===== config.mk =====
export PLATFORM = sky130hd
export DESIGN_NAME = gemm_seq_ctrl
export DESIGN_NICKNAME = d
export VERILOG_FILES = /design/src/rtl/gemm_seq_ctrl.sv
export SDC_FILE = /design/constraint.sdc
export NUM_CORES = 1
export LEC_CHECK = 0
export ABC_AREA = 1
export ABC_CLOCK_PERIOD_IN_PS = 27300
export CORE_MARGIN = 4
export CORE_UTILIZATION = 30
export CTS_BUF_LIST = sky130_fd_sc_hd__clkbuf_2
export CTS_CLUSTER_SIZE = 40
export DETAILED_ROUTE_END_ITERATION = 12
export SYNTH_ARGS = -nofsm -noshare
export SYNTH_HDL_FRONTEND = slang
export SYNTH_SLANG_ARGS = --single-unit

===== constraint.sdc =====
create_clock -name clk -period 27.3 [get_ports clk]
set_input_delay 5.46 -clock clk [delete_from_list [all_inputs] [get_ports clk]]
set_output_delay 5.46 -clock clk [all_outputs]
set_load 0.05 [all_outputs]

===== src/rtl/gemm_seq_ctrl.sv =====
// gemm_seq_ctrl: loads the ifmap/weight BRAMs from one input stream, resets and runs GEMM, then drains the ofmap BRAM to an output stream.
// Latency: a BRAM write lands 1 cycle after its word is accepted; a drained word reaches the output FIFO 1 cycle after its read is issued.
// Backpressure: s_ready_o is high only while loading; mem2 reads stall whenever the 2-entry output FIFO plus the in-flight read would overflow.
// Optional: define GEMM_TIMEOUT_EN to build a GRUN watchdog that sets err_o and skips DRAIN.
module gemm_seq_ctrl #(
   parameter int DWIDTH          = 112,
   parameter int MEM0_DEPTH      = 4116,
   parameter int MEM0_ADDR_WIDTH = 13,
   parameter int MEM1_DEPTH      = 1470,
   parameter int MEM1_ADDR_WIDTH = 11,
   parameter int MEM2_DEPTH      = 896,
   parameter int MEM2_ADDR_WIDTH = 10,
   parameter int TIMEOUT_CYCLES  = 1048576
) (
   input  logic                       clk,
   input  logic                       rst,
   input  logic                       cmd_start_i,
   input  logic                       s_valid_i,
   input  logic [DWIDTH-1:0]          s_data_i,
   output logic                       s_ready_o,
   output logic                       mem0_ce1_o,
   output logic                       mem0_we1_o,
   output logic [MEM0_ADDR_WIDTH-1:0] mem0_addr1_o,
   output logic [DWIDTH-1:0]          mem0_d1_o,
   output logic                       mem1_ce1_o,
   output logic                       mem1_we1_o,
   output logic [MEM1_ADDR_WIDTH-1:0] mem1_addr1_o,
   output logic [DWIDTH-1:0]          mem1_d1_o,
   output logic                       gemm_rst_n_o,
   output logic                       gemm_start_o,
   input  logic                       gemm_finish_i,
   output logic                       mem2_ce1_o,
   output logic                       mem2_we1_o,
   output logic [MEM2_ADDR_WIDTH-1:0] mem2_addr1_o,
   input  logic [DWIDTH-1:0]          mem2_q1_i,
   output logic                       m_valid_o,
   output logic [DWIDTH-1:0]          m_data_o,
   input  logic                       m_ready_i,
   output logic                       busy_o,
   output logic                       done_o,
   output logic                       err_o
);

   // One load counter serves both memories, so it is as wide as the wider address.
   localparam int CW = (MEM0_ADDR_WIDTH > MEM1_ADDR_WIDTH) ? MEM0_ADDR_WIDTH : MEM1_ADDR_WIDTH;
   localparam int AW2 = MEM2_ADDR_WIDTH;
   localparam logic [CW-1:0]  CNT0_LAST = CW'(MEM0_DEPTH - 1);
   localparam logic [CW-1:0]  CNT1_LAST = CW'(MEM1_DEPTH - 1);
   localparam logic [AW2-1:0] RD_LAST   = AW2'(MEM2_DEPTH - 1);

   typedef enum logic [2:0] {
      S_IDLE, S_LOAD_I, S_LOAD_W, S_GRST, S_GRUN, S_DRAIN, S_DONE
   } state_t;

   state_t state_q, state_d;

   // Load side: counter, registered write strobe/address/data, last-weight flag
   logic [CW-1:0]     cnt_q, cnt_d;
   logic              w_last_q, w_last_d;
   logic              mem0_wr_q, mem0_wr_d;
   logic              mem1_wr_q, mem1_wr_d;
   logic [CW-1:0]     waddr_q, waddr_d;
   logic [DWIDTH-1:0] wdat_q, wdat_d;

   // Second GEMM reset pulse, issued on the cycle after GRUN ends
   logic              grst2_q, grst2_d;

   // Drain side: read address, read-in-flight, pop count, 2-entry FIFO
   logic [AW2-1:0]    rd_addr_q, rd_addr_d;
   logic              rd_done_q, rd_done_d;
   logic              rd_vld_q, rd_vld_d;
   logic [AW2-1:0]    pop_cnt_q, pop_cnt_d;
   logic [DWIDTH-1:0] fifo0_q, fifo0_d;
   logic [DWIDTH-1:0] fifo1_q, fifo1_d;
   logic              wp_q, wp_d;
   logic              rp_q, rp_d;
   logic [1:0]        occ_q, occ_d;

   // Decoded handshakes
   logic       load_rdy, s_acc, last_i, last_w;
   logic       fifo_vld, pop, push, rd_issue, last_pop, wd_hit;
   logic [1:0] occ_eff;

`ifdef GEMM_TIMEOUT_EN
   localparam int WDW = $clog2(TIMEOUT_CYCLES + 1);
   localparam logic [WDW-1:0] WD_LAST = WDW'(TIMEOUT_CYCLES - 1);
   logic [WDW-1:0] wd_q, wd_d;
   logic           err_q, err_d;
`endif

   // Handshake, credit and terminal-count decode
   always_comb begin
      load_rdy = (state_q == S_LOAD_I) || ((state_q == S_LOAD_W) && !w_last_q);
      s_acc    = s_valid_i && load_rdy;
      last_i   = (state_q == S_LOAD_I) && s_acc && (cnt_q == CNT0_LAST);
      last_w   = (state_q == S_LOAD_W) && s_acc && (cnt_q == CNT1_LAST);
      fifo_vld = (occ_q != 2'd0);
      pop      = fifo_vld && m_ready_i;
      push     = rd_vld_q;
      // Credit counts the slot freed by this cycle's pop, so a steady
      // ready stream sustains one read per cycle.
      occ_eff  = occ_q - {1'b0, pop};
      rd_issue = (state_q == S_DRAIN) && !rd_done_q && ((occ_eff + {1'b0, rd_vld_q}) < 2'd2);
      last_pop = (state_q == S_DRAIN) && pop && (pop_cnt_q == RD_LAST);
`ifdef GEMM_TIMEOUT_EN
      wd_hit   = (state_q == S_GRUN) && (wd_q == WD_LAST);
`else
      wd_hit   = 1'b0;
`endif
   end

   // State register
   always_ff @(posedge clk or posedge rst) begin
      if (rst) state_q <= S_IDLE;
      else     state_q <= state_d;
   end

   // Next-state logic; finish wins over a same-cycle timeout
   always_comb begin
      state_d = state_q;
      case (state_q)
         S_IDLE:   if (cmd_start_i) state_d = S_LOAD_I;
         S_LOAD_I: if (last_i) state_d = S_LOAD_W;
         S_LOAD_W: if (w_last_q) state_d = S_GRST;
         S_GRST:   state_d = S_GRUN;
         S_GRUN: begin
            if (gemm_finish_i) state_d = S_DRAIN;
            else if (wd_hit)   state_d = S_DONE;
         end
         S_DRAIN:  if (last_pop) state_d = S_DONE;
         S_DONE:   state_d = S_IDLE;
         default:  state_d = S_IDLE;
      endcase
   end

   // Datapath next values: load counter, write registers, drain counters, FIFO
   always_comb begin
      cnt_d     = cnt_q;
      w_last_d  = w_last_q;
      mem0_wr_d = 1'b0;
      mem1_wr_d = 1'b0;
      waddr_d   = waddr_q;
      wdat_d    = wdat_q;
      grst2_d   = (state_q == S_GRUN) && (gemm_finish_i || wd_hit);
      rd_addr_d = rd_addr_q;
      rd_done_d = rd_done_q;
      rd_vld_d  = rd_issue;
      pop_cnt_d = pop_cnt_q;
      fifo0_d   = fifo0_q;
      fifo1_d   = fifo1_q;
      wp_d      = wp_q;
      rp_d      = rp_q;
      occ_d     = occ_q + {1'b0, push} - {1'b0, pop};

      if (s_acc) begin
         waddr_d   = cnt_q;
         wdat_d    = s_data_i;
         mem0_wr_d = (state_q == S_LOAD_I);
         mem1_wr_d = (state_q == S_LOAD_W);
         cnt_d     = (last_i || last_w) ? '0 : cnt_q + CW'(1);
      end

      // Holds s_ready_o low for the cycle that issues the final weight write
      if (last_w)                    w_last_d = 1'b1;
      else if (state_q != S_LOAD_W)  w_last_d = 1'b0;

      if (rd_issue) begin
         if (rd_addr_q == RD_LAST) rd_done_d = 1'b1;
         else                      rd_addr_d = rd_addr_q + AW2'(1);
      end

      if (pop) begin
         rp_d = !rp_q;
         if (pop_cnt_q != RD_LAST) pop_cnt_d = pop_cnt_q + AW2'(1);
      end

      if (push) begin
         if (wp_q) fifo1_d = mem2_q1_i;
         else      fifo0_d = mem2_q1_i;
         wp_d = !wp_q;
      end

      // Rewind the drain counters so the next job starts at address 0
      if (state_q == S_DONE) begin
         rd_addr_d = '0;
         rd_done_d = 1'b0;
         pop_cnt_d = '0;
      end
   end

   // Datapath registers
   always_ff @(posedge clk or posedge rst) begin
      if (rst) begin
         cnt_q     <= '0;
         w_last_q  <= 1'b0;
         mem0_wr_q <= 1'b0;
         mem1_wr_q <= 1'b0;
         waddr_q   <= '0;
         wdat_q    <= '0;
         grst2_q   <= 1'b0;
         rd_addr_q <= '0;
         rd_done_q <= 1'b0;
         rd_vld_q  <= 1'b0;
         pop_cnt_q <= '0;
         fifo0_q   <= '0;
         fifo1_q   <= '0;
         wp_q      <= 1'b0;
         rp_q      <= 1'b0;
         occ_q     <= 2'd0;
      end else begin
         cnt_q     <= cnt_d;
         w_last_q  <= w_last_d;
         mem0_wr_q <= mem0_wr_d;
         mem1_wr_q <= mem1_wr_d;
         waddr_q   <= waddr_d;
         wdat_q    <= wdat_d;
         grst2_q   <= grst2_d;
         rd_addr_q <= rd_addr_d;
         rd_done_q <= rd_done_d;
         rd_vld_q  <= rd_vld_d;
         pop_cnt_q <= pop_cnt_d;
         fifo0_q   <= fifo0_d;
         fifo1_q   <= fifo1_d;
         wp_q      <= wp_d;
         rp_q      <= rp_d;
         occ_q     <= occ_d;
      end
   end

`ifdef GEMM_TIMEOUT_EN
   // Watchdog counts GRUN cycles; the error flag is sticky until the next start
   always_comb begin
      wd_d  = (state_q == S_GRUN) ? wd_q + WDW'(1) : '0;
      err_d = err_q;
      if ((state_q == S_IDLE) && cmd_start_i)                  err_d = 1'b0;
      else if ((state_q == S_GRUN) && wd_hit && !gemm_finish_i) err_d = 1'b1;
   end

   // Watchdog registers
   always_ff @(posedge clk or posedge rst) begin
      if (rst) begin
         wd_q  <= '0;
         err_q <= 1'b0;
      end else begin
         wd_q  <= wd_d;
         err_q <= err_d;
      end
   end
`endif

   // Output decode
   always_comb begin
      s_ready_o    = load_rdy;
      mem0_ce1_o   = mem0_wr_q;
      mem0_we1_o   = mem0_wr_q;
      mem0_addr1_o = waddr_q[MEM0_ADDR_WIDTH-1:0];
      mem0_d1_o    = wdat_q;
      mem1_ce1_o   = mem1_wr_q;
      mem1_we1_o   = mem1_wr_q;
      mem1_addr1_o = waddr_q[MEM1_ADDR_WIDTH-1:0];
      mem1_d1_o    = wdat_q;
      gemm_rst_n_o = !((state_q == S_GRST) || grst2_q);
      gemm_start_o = (state_q == S_GRUN);
      mem2_ce1_o   = rd_issue;
      mem2_we1_o   = 1'b0;
      mem2_addr1_o = rd_addr_q;
      m_valid_o    = fifo_vld;
      m_data_o     = rp_q ? fifo1_q : fifo0_q;
      busy_o       = (state_q != S_IDLE);
      done_o       = (state_q == S_DONE);
`ifdef GEMM_TIMEOUT_EN
      err_o        = err_q;
`else
      err_o        = 1'b0;
`endif
   end

endmodule


==> results.cfg, run 1 <==
[critical_path]
cp-end-kind = output port
cp-start-kind = primary input
cp_max_fo = 6
r2r_slack_ns = 24.26
required_ns = 21.84
arrival_ns = 7.77
path_class = in -> out

[detailed_routing]
routed.top_layer = met5
routed_wl_um = 61800
drtIter0Drc = 1223
dr.pass1.iters = 5
ant_nets = 0
vias_per_cell = 4.48
drc = 0
met1_length_um = 26700
wl_per_cell_um = 17.2
vias = 16000
wl_met3_um = 4790
routed-wl-met2_um = 28500

[clock_tree]
cts_buffers = 107
clk_pin_slew_ns = 0.08
cts.htree.levels = 3
clk_path_buf_depth = 3
cts_sinks = 395
insertion_delay_ns = 1.06
cts_root_buf = clkbuf_2
cts_tree = yes
post_cts_buffers = 0
cts_resized = 0
ctsHoldBuffers = 0

[placed_design]
dp.final_hpwl_um = 43700
gp_congestion = 0.880
io_buffers = 610
place_ws_ns = 14.09
placed_cells = 3383

[timing]
timing.fmax_mhz = 75.6
setup-tns-final_ns = 0
final-hold-violation-count = 0
worst_slack_ns = 14.07
fin_crit_ns = 13.23
hold_slack_ns = 0.487
rsz0062_at_grt = no
report.final.slew_viol_count = 0
post-route-period-util_pct = 48.5
max_slew_margin_pct = 25.7
setup_violations = 0
fin_skew_ns = 0.0883
worst_pin_slew_ns = 1.12

[synth]
synth_top_flop_cell = dfrtp_1
yosysWarnings = 0
synthesis.area_mm2 = 0.0179
synth_seq_cells = 395
synth_cells = 2226
synth_top_area_share_pct = 55.1
synth_edf_count = 0
synth_area_leaders = dfrtp_1, nand2_1, o21ai_0
synth_cell_types = 34
avgSynthCellArea_um2 = 8.06
async_flop_share_pct = 100
yosysTopAreaCell = dfrtp_1
yosysSeqAreaShare_pct = 55.1

[final_layout]
multiInputGateArea_mm2 = 0.00604
nFillCells = 5926
utilization_pct = 41.7
layout-drive-gt1-share_pct = 7.03
nNetsFinal = 2954
seqCellArea_mm2 = 0.00989
area_growth_syn_to_layout_pct = 37.2
final_common_cell = nand2_1
layout.cells.non_filler = 3580
final_cell_mix = nand2_1, clkdlybuf4s50_1, dfrtp_1

[job]
maxCapViolCount = 0

[global_route]
grt_pass1_wl_um = 92500
antenna_found_initial = 16
grt_overflow = 0
grt_pass1_vias = 15500
grt_use_total_pct = 18.4
grt_max_degree = 117

[floorplanning]
die_y_um = 253
die_w_um = 253
core_area_mm2 = 0.0591
rows = 89
initial_core_util_pct = 30.4
die_area_mm2 = 0.0638
io_pins = 613

[min_path]
min_path_type = reg -> reg

[status]
status = complete, no violations

[pwr]
p_leak_nw = 12.7
power_density_mw_per_mm2 = 117
peakVddDrop_mv = 0.148
logic make-up (layout without fill, tap and decap cells):
group | count (synthesis) | count (layout) | synth area share, %
flops | 395 | 395 | 55.1
fa+ha+maj | 5 | 5 | 0.349
xor+xnor | 15 | 15 | 0.732
buf+inv | 392 | 955 | 11.4
compound gates | 260 | 260 | 7.36
simple gates | 1158 | 1158 | 25.1
other cells | 1 | 19 | 0.0209
final cells by class:
cell class / count / share of cell area (%)
Timing Repair Buffer: 621 / 25.1
Clock inverter: 26 / 0.599
Tap cell: 773 / 3.93
Antenna cell: 17 / 0.173
Inverter: 154 / 2.39
Multi-Input combinational cell: 1440 / 24.5
Clock buffer: 154 / 3.13
Sequential cell: 395 / 40.1
power by group:
part / internal [W] / switching [W] / leakage (nW)
Clock: 0.000161 / 0.000251 / 0.721
Sequential: 0.000668 / 0.000121 / 4.07
Combinational: 0.000499 / 0.00119 / 7.87
state kept, by name (all words and copies together) (netlist names), 2 cells and up:
| signal | count |
|---|---|
| mem0_d1_o | 112 |
| cnt_q | 13 |
| mem0_addr1_o | 13 |
| occ_q | 2 |
| pop_cnt_q | 10 |
| fifo0_q | 112 |
| fifo1_q | 112 |
| mem2_addr1_o | 10 |
| state_q | 3 |
Yosys cell counts (2+ instances only):
cell type,number
buf_1,5
buf_2,29
inv_1,148
xor2_1,12
ha_1,5
nand2_2,2
inv_2,4
nor3_1,7
nand3_1,36
nand2_1,1030
nor4_1,3
o21ai_0,243
xnor2_1,3
o21bai_1,2
clkbuf_1,63
nor3b_1,2
buf_4,139
nand4_1,14
dfrtp_1,395
o21ai_1,11
a21oi_1,2
nor2_2,2
nor2_1,52
nand3b_1,7
worst max-delay path: stages:
cell and delay, ns:
clkdlybuf4s50_1 0.47, nand2_2 0.13, xor2_1 0.18, ha_1 0.18
xor2_1 0.19, inv_1 0.07, nand2_1 0.08, nand3_1 0.12
inv_1 0.10, clkdlybuf4s50_1 0.80
path summary, 6_finish.rpt:
path | cells after the start | start | to
max | 10 | m_ready_i | mem2_ce1_o
min | 2 | fifo0_q[72]$_DFFE_PP0P_ | fifo0_q[72]$_DFFE_PP0P_
max reg2reg | 10 | state_q[2]$_DFFE_PP0P_ | mem0_d1_o[90]$_DFFE_PP0P_
min reg2reg | 2 | fifo0_q[72]$_DFFE_PP0P_ | fifo0_q[72]$_DFFE_PP0P_
max in group asynchronous | 4 | rst | rp_q$_DFFE_PP0P_
min in group asynchronous | 2 | rst | mem0_d1_o[79]$_DFFE_PP0P_
metal layers:
layer  track usage [%]  vias to the layer above
met5                 0                        -
met4              6.42                        4
met2              28.1                      629
met3              5.35                      127
met1              25.2                     7485
li1                  -                     7779
metrics by stage:
stage / instance area [µm²] / power (W)
2_1_floorplan: 18000 / 0.00195
3_3_place_gp: 23700 / 0.00249
3_5_place_dp: 23700 / 0.00250
4_1_cts: 24600 / 0.00293
5_1_grt: 24600 / 0.00303
6_report: 24600 / 0.00289
(Power assumes the default switching activity.)
==> run 2: changes to the inputs <==
--- a/config.mk
+++ b/config.mk
@@ -6,7 +6,7 @@
 export NUM_CORES = 1
 export LEC_CHECK = 0
 export ABC_AREA = 1
-export ABC_CLOCK_PERIOD_IN_PS = 27300
+export ABC_CLOCK_PERIOD_IN_PS = 13800
 export CORE_MARGIN = 4
 export CORE_UTILIZATION = 30
 export CTS_BUF_LIST = sky130_fd_sc_hd__clkbuf_2
==> constraint.sdc (replaced) <==
create_clock -name clk -period 13.8 [get_ports clk]
set_input_delay 2.76 -clock clk [delete_from_list [all_inputs] [get_ports clk]]
set_output_delay 2.76 -clock clk [all_outputs]
set_load 0.05 [all_outputs]
==> run 2 against run 1 <==
Effect of this change:
- clock power rose by 110%
- cell count grew 0.31%
- critical path depth did not move
- clock-buffer cell count shrank 1
==> results.cfg, run 2 (synthesized netlist as in run 1, its figures left out) <==
[placed_design]
gp_congestion = 0.879
place_ws_ns = 6.00
dp.final_hpwl_um = 43500
io_buffers = 610

[global_route]
grt_overflow = 0
grt_pass1_vias = 15500
grt_use_total_pct = 18.6
grt_pass1_wl_um = 93000
antenna_found_initial = 15
grt_max_degree = 147

[critical_path]
required_ns = 11.04
reg2reg_to = mem0_d1_o[80]$_DFFE_PP0P_
max_stage_delay_ns = 0.80
path_class = in -> out
slowest_stage = clkdlybuf4s50_1
crit_chain = clkdlybuf4s50_1 -> nand2_2 -> xor2_1 -> ha_1 -> xor2_1 -> inv_1 -> nand2_1 -> nand3_1 -> inv_1 -> clkdlybuf4s50_1
cp-start-kind = primary input
r2r_slack_ns = 10.80
reg2reg_depth = 10
crit_family = buffers and inverters
cp-end-kind = output port
arrival_ns = 5.05
crit_buf_inv = 4
cp_max_fo = 6
reg2reg_from = state_q[2]$_DFFE_PP0P_

[pwr]
clkPwrFrac_pct = 14.8
cell_internal_pwr_w = 0.00265
pwr-share-comb_pct = 58.2
power_frac_seq_pct = 27.1
switchingPower_w = 0.00310
power_density_mw_per_mm2 = 232
peakVddDrop_mv = 0.282
switching_share_pct = 53.9
p_leak_nw = 12.7

[final_layout]
nFillCells = 5950
nNetsFinal = 2956
layout-drive-gt1-share_pct = 7.00
final_common_cell = nand2_1
multiInputGateArea_mm2 = 0.00604
final_cell_mix = nand2_1, clkdlybuf4s50_1, dfrtp_1
area_growth_syn_to_layout_pct = 37.7
seqCellArea_mm2 = 0.00989

[detailed_routing]
drtIter0Drc = 1102
dr.pass1.iters = 7
wl_per_cell_um = 17.2
vias = 16100
drc = 0
ant_nets = 0
routed_wl_um = 61700
vias_per_cell = 4.48

[clock_tree]
cts_buffers = 109
cts_resized = 0
ctsHoldBuffers = 0
post_cts_buffers = 0
cts.htree.levels = 3
insertion_delay_ns = 1.06
clk_path_buf_depth = 3
cts_sinks = 395
clk_pin_slew_ns = 0.07
cts_root_buf = clkbuf_2
cts_tree = yes

[timing]
final-hold-violation-count = 0
post-route-period-util_pct = 56.6
timing.fmax_mhz = 128
fin_skew_ns = 0.0735
worst_slack_ns = 5.99
rsz0062_at_grt = no
max_slew_margin_pct = 21.2
setup_violations = 0
worst_pin_slew_ns = 1.18
fin_crit_ns = 7.81
report.final.slew_viol_count = 0
setup-tns-final_ns = 0

[floorplanning]
rows = 89
die_w_um = 253
initial_core_util_pct = 30.4
io_pins = 613
die_area_mm2 = 0.0638
die_y_um = 253
core_area_mm2 = 0.0591

[min_path]
whs_endpoint = fifo0_q[34]$_DFFE_PP0P_
whs_path_depth = 2
min-delay-start = fifo0_q[34]$_DFFE_PP0P_
min_path_type = reg -> reg

[job]
maxCapViolCount = 0

[status]
status = complete, no violations
-- run 2: area by class of cell --
| type | count | area share [%] |
|---|---|---|
| Sequential cell | 395 | 40.0 |
| Inverter | 154 | 2.38 |
| Tap cell | 773 | 3.91 |
| Antenna cell | 16 | 0.162 |
| Clock inverter | 39 | 0.926 |
| Clock buffer | 153 | 3.10 |
| Multi-Input combinational cell | 1440 | 24.4 |
| Timing Repair Buffer | 621 | 25.1 |
-- run 2: worst max path at each step --
stage	startpoint	end	slack, ns	cells after the start
floorplan	rst	cnt_q[0]$_DFFE_PP0P_	0.06	1
global placement	m_ready_i	mem2_ce1_o	5.94	10
detailed placement	m_ready_i	mem2_ce1_o	6.00	10
CTS	m_ready_i	mem2_ce1_o	5.99	10
global route	m_ready_i	mem2_ce1_o	5.86	10
finish	m_ready_i	mem2_ce1_o	5.99	10
-- run 2: layer usage --
layer  track usage, %  wire length (µm)  part of all wire (%)  vias to the layer above
met3             5.19              4320                   7.0                      113
met2             28.6             28700                    47                      570
met4             6.29              1680                   2.7                        6
li1                 -                 -                     -                     7815
met5                0                41                 0.067                        -
met1             25.3             26900                    44                     7570
-- run 2: power groups by stage --
stage	Clock [W]	Sequential, W	Combinational (W)
finish	0.000849	0.00155	0.00334
detailed placement	0	0.00158	0.00336
global placement	0	0.00157	0.00336
floorplan	0	0.00195	0.00190
CTS	0.000898	0.00156	0.00337
global route	0.000963	0.00158	0.00349
-- run 2: stage by stage --
stage / instance area (µm²) / utilization [%] / instances / hold slack [ns] / total power, W
2_1_floorplan: 18000 / - / 2227 / 0.453 / 0.00386
3_3_place_gp: 23700 / 40.1 / 3383 / 0.465 / 0.00493
3_5_place_dp: 23700 / 40.1 / 3383 / 0.473 / 0.00494
4_1_cts: 24700 / 41.7 / 3575 / 0.494 / 0.00582
5_1_grt: 24700 / 41.8 / 3583 / 0.514 / 0.00603
6_report: 24700 / 41.8 / 3591 / 0.486 / 0.00574
-- run 2: worst reg2reg max path: cells and delay by family (launching register included) --
kind / cells / cell delay [ns]
buffers and inverters: 3 / 1.31
flip-flops: 1 / 0.46
AND/OR/NAND/NOR: 7 / 1.09
